File: config.mk
export PLATFORM = sky130hd
export DESIGN_NAME = lsu_ctrl
export DESIGN_NICKNAME = d
export VERILOG_FILES = /design/src/rtl/lsu_ctrl.sv
export SDC_FILE = /design/constraint.sdc
export NUM_CORES = 1
export LEC_CHECK = 0
export BUFFER_PORTS_ARGS = -buffer_cell sky130_fd_sc_hd__buf_2
export CORE_MARGIN = 4
export CORE_UTILIZATION = 45
export DETAILED_ROUTE_END_ITERATION = 8
export GPL_TIMING_DRIVEN = 0
export MAX_ROUTING_LAYER = met4
export PLACE_DENSITY = 0.88
export SLEW_MARGIN = 20
export SYNTH_ARGS = -nofsm -noshare
export SYNTH_HDL_FRONTEND = slang
export SYNTH_SLANG_ARGS = --single-unit
File: constraint.sdc
create_clock -name clk_i -period 2.4 [get_ports clk_i]
set_input_delay 0.24 -clock clk_i [delete_from_list [all_inputs] [get_ports clk_i]]
set_output_delay 0.24 -clock clk_i [all_outputs]
set_load 0.02 [all_outputs]
File: src/rtl/lsu_ctrl.sv
// lsu_ctrl: load/store unit bus controller with alignment, lane steering and load extension
module lsu_ctrl #(
  parameter int XLEN = 32
) (
  input  logic            clk_i,
  input  logic            rst_ni,
  input  logic            mem_q_is_mem_read,
  input  logic            mem_q_is_mem_write,
  input  logic [2:0]      mem_q_funct3,
  input  logic [XLEN-1:0] mem_q_addr,
  input  logic [XLEN-1:0] mem_q_wdata,
  input  logic            mem_q_trap_valid,
  output logic            dmem_periph_req,
  output logic            mem_done_o,
  output logic [XLEN-1:0] mem_load_data_o,
  output logic            mem_misaligned_o,
  output logic            bus_req_o,
  input  logic            bus_gnt_i,
  output logic            bus_we_o,
  output logic [XLEN-1:0] bus_addr_o,
  output logic [3:0]      bus_be_o,
  output logic [XLEN-1:0] bus_wdata_o,
  input  logic            bus_rvalid_i,
  input  logic [XLEN-1:0] bus_rdata_i
);
  typedef enum logic [1:0] {IDLE, REQ, WAIT_RSP, DONE} state_t;
  state_t state, state_nx;
  logic [XLEN-1:0] rdata_q;
  logic access, go;
  logic [7:0] ld_byte;
  logic [15:0] ld_half;
  logic [XLEN-1:0] ld_ext;
  assign access = (mem_q_is_mem_read | mem_q_is_mem_write) & !mem_q_trap_valid;
  assign mem_misaligned_o = access & ((mem_q_funct3[1:0] == 2'b01 & mem_q_addr[0]) |
                                      (mem_q_funct3[1:0] == 2'b10 & |mem_q_addr[1:0]));
  assign go = access & !mem_misaligned_o;
  assign dmem_periph_req = (state == IDLE & go) | (state != IDLE);
  assign mem_done_o = state == DONE;
  assign bus_we_o = mem_q_is_mem_write;
  assign bus_addr_o = {mem_q_addr[XLEN-1:2], 2'b00};
  assign bus_be_o = !access ? 4'b0000 :
                    mem_q_funct3[1:0] == 2'b00 ? 4'b0001 << mem_q_addr[1:0] :
                    mem_q_funct3[1:0] == 2'b01 ? 4'b0011 << {mem_q_addr[1], 1'b0} : 4'b1111;
  assign bus_wdata_o = mem_q_funct3[1:0] == 2'b00 ? {4{mem_q_wdata[7:0]}} :
                       mem_q_funct3[1:0] == 2'b01 ? {2{mem_q_wdata[15:0]}} : mem_q_wdata;
  assign ld_byte = rdata_q[{mem_q_addr[1:0], 3'b000} +: 8];
  assign ld_half = rdata_q[{mem_q_addr[1], 4'b0000} +: 16];
  assign ld_ext = mem_q_funct3[1:0] == 2'b00 ? {{(XLEN-8){~mem_q_funct3[2] & ld_byte[7]}}, ld_byte} :
                  mem_q_funct3[1:0] == 2'b01 ? {{(XLEN-16){~mem_q_funct3[2] & ld_half[15]}}, ld_half} : rdata_q;
  assign mem_load_data_o = (mem_done_o & mem_q_is_mem_read & !mem_q_is_mem_write) ? ld_ext : '0;
  // state register; reset abandons any transaction in flight
  always_ff @(posedge clk_i or negedge rst_ni)
    if (!rst_ni) state <= IDLE;
    else state <= state_nx;
  // capture the response only while waiting for it; stray rvalid elsewhere is dropped
  always_ff @(posedge clk_i or negedge rst_ni)
    if (!rst_ni) rdata_q <= '0;
    else if (state == WAIT_RSP && bus_rvalid_i) rdata_q <= bus_rdata_i;
  // next state and request; the bus fields are held by the stalled pipeline while in REQ
  always_comb begin
    state_nx = state;
    bus_req_o = 1'b0;
    case (state)
      IDLE: begin
        bus_req_o = go;
        if (go) state_nx = bus_gnt_i ? WAIT_RSP : REQ;
      end
      REQ: begin
        bus_req_o = 1'b1;
        if (bus_gnt_i) state_nx = WAIT_RSP;
      end
      WAIT_RSP: if (bus_rvalid_i) state_nx = DONE;
      default: state_nx = IDLE;
    endcase
  end
endmodule

==> impl_metrics.ini <==
[sta]
slew_violations = 0
min_period_ns = 2.32
finalClockSkew_ns = 0.00307
fmax_ghz = 0.432
slew_headroom_pct = 49.4
rsz0062_at_grt = false
hold_ws_ns = 0.0216
hold_viol_final = 0
fin_crit_sh_pct = 96.5
tns_ns = 0
final.setup.worst_slack_ns = 0.0836
tightest_slew_ns = 0.760
finalSetupViolCount = 0

[worst_setup_path]
cp_slowest_stage_delay_ns = 0.48
crit_path_max_fanout = 10
cp_top_family = buffers and inverters
worstPathRequired_ns = 2.16
crit_top_cell = buf_2
worstPathCellList = buf_2 > buf_1 > clkbuf_1 > o22ai_1 > a211oi_1 > buf_2
worstSetupStartpointType = input port
end_kind = primary output
path_class = input port to primary output
cp_slowest_cell = clkbuf_1
worst_ep_arrival_time_ns = 2.08
crit_buf_inv = 4

[synthesis]
ys_ff_latch = 34
syn_avg_cell_area_um2 = 9.31
ys_seq_area_share_pct = 29.4
yosys_warnings = 0
ys.flop_type = dfrtp_1
synth-edff-count = 0
syn_inst = 311
syn_area_um2 = 2900
synthArstFlopShare_pct = 100
yosysUniqueCellTypes = 31

[placement]
io_buffers = 177
dpl_worst_slack_ns = 0.0546
hpwl_um = 8680
gp_congestion = 0.840
placed_area_um2 = 3880

[clock_tree]
cts_buffer_depth = 2
cts_hold_buf = 0
cts_max_level = 2
root_buffer = clkbuf_8
cts_tree = yes
worstSkewPairLatency_ns = 0.28
cts_buffers = 5
cts.clk_slew.worst_paths_ns = 0.07
post_cts.repair.setup_buffers = 0
clock_sinks = 34

[final_layout]
diodes = 0
drive_above_1_share_pct = 58.5
stdcell_area_um2 = 3990
final_util_pct = 65.4
area_delta_synth_final_pct = 37.6
final_nets = 606

[die]
die_y_um = 88.2
rows = 28
die_w_um = 88.2
io_pins = 211
start_util_pct = 47.5
coreArea_um2 = 6100
design.die.area_um2 = 7780

[drt]
drc = 0
ant_nets = 0
num_vias = 3165
routedWlPerCell_um = 18.7
drt-total-wl_um = 10700
firstDrtPassIters = 5
drtIter0Drc = 136
drt-vias-per-instance = 5.54

[hold_path]
min_path_type = input port to asynchronous set/reset pin

[power_and_ir_drop]
power.density_nw_per_um2 = 787
ir_drop_v = 0.000596
p_leak_nw = 2.15

[grt]
antenna_found_initial = 0
grt_overflow_total = 0
grt_usage_pct = 27.1
grt_pass1_wl_um = 15600
grt_max_degree = 35
grt_pass1_vias = 3220

[status]
status = finished, final reports clean

[flow_run]
maxCapViolations = 0
## cell families (layout without fill, tap and decap cells)
family          Yosys count  in the layout  synth area share (%)
mux                      67             67                  28.9
buf+inv                  93            277                  17.6
simple gates             31             31                  4.62
fa+ha+maj                 5              5                  2.16
other cells               1              2                 0.129
compound gates           80             80                  17.2
flops                    34             34                  29.4
## timing repair
item / in CTS / in global routing
resized for setup: 1 / 6
endpoints found under the hold margin: 0 / 0
endpoints found under the setup margin: 20 / 21
pin swaps: 0 / 0
## power breakdown
part / switching (mW) / internal, mW
sequential: 0.337 / 0.873
clock: 0.203 / 0.231
combinational: 0.726 / 0.769
total: 1.27 / 1.87
## state kept, by name (all words and copies together), names as in the netlist
register / flops
state: 2
rdata_q: 32
## layout by cell type (no fill, tap or decap), types with 8 or more instances in the layout
master and count:
mux2i_1 9, dfrtp_1 34, buf_2 179, a211oi_1 8, o22ai_1 16, o21ai_0 19, a21oi_1 21, buf_4 42
nor2_1 12, mux2_2 48, nand2_1 11, inv_1 31, clkbuf_1 12
## area by class of cell
cell class / count / area (um^2)
buffer: 61 / 394
timing repair buffer: 177 / 886
multi-input combinational: 185 / 1550
fill: 514 / 2110
clock inverter: 1 / 5.00
sequential: 34 / 851
clock buffer: 7 / 86.3
tap: 75 / 93.8
inverter: 31 / 116
## metal layers
| metal | vias up | share of wire (%) | global-route usage, % |
|---|---|---|---|
| li1 | 1427 | - | - |
| met1 | 1506 | 34 | 29.1 |
| met2 | 208 | 53 | 48.9 |
| met3 | 24 | 11 | 5.03 |
| met4 | 0 | 2.6 | 10.7 |
| met5 | - | 0 | - |
## cell usage after synthesis (all sizes together) (2+ instances only)
master	number	area share (%)
a211oi	8	2.1
buf	49	12
o21bai	3	0.78
ha	5	2.2
dfrtp	34	29
o21ai	19	3.3
nand2b	2	0.43
a21oi	21	3.6
o22ai	16	3.5
a221oi	8	2.4
mux2	50	19
mux4	8	6.4
inv	31	4.0
nor2	12	1.6
mux2i	9	3.1
nand3	2	0.35
nand2	12	1.6
clkbuf	13	1.7
## metrics by stage
| stage | std cells | power (mW) |
|---|---|---|
| finish | 571 | 3.14 |
| global route | 571 | 3.34 |
| CTS | 571 | 3.13 |
| detailed placement | 564 | 2.70 |
| global placement | 564 | 2.60 |
| floorplan | 312 | 2.22 |
## path summary, 6_finish.rpt
| path | from | endpoint | slack [ns] | depth (start not counted) |
|---|---|---|---|---|
| setup / recovery | mem_q_addr[1] | mem_load_data_o[7] | 0.08 | 6 |
| hold / removal | rst_ni | rdata_q[4] | 0.02 | 1 |
| hold reg to reg | rdata_q[6] | rdata_q[6] | 0.56 | 1 |
| setup reg to reg | state[0] | rdata_q[13] | 0.41 | 5 |
| max in group asynchronous | rst_ni | rdata_q[26] | 1.90 | 1 |
| min in group clk_i | bus_rdata_i[7] | rdata_q[7] | 0.18 | 2 |
Power figures use the tool's default switching activity.
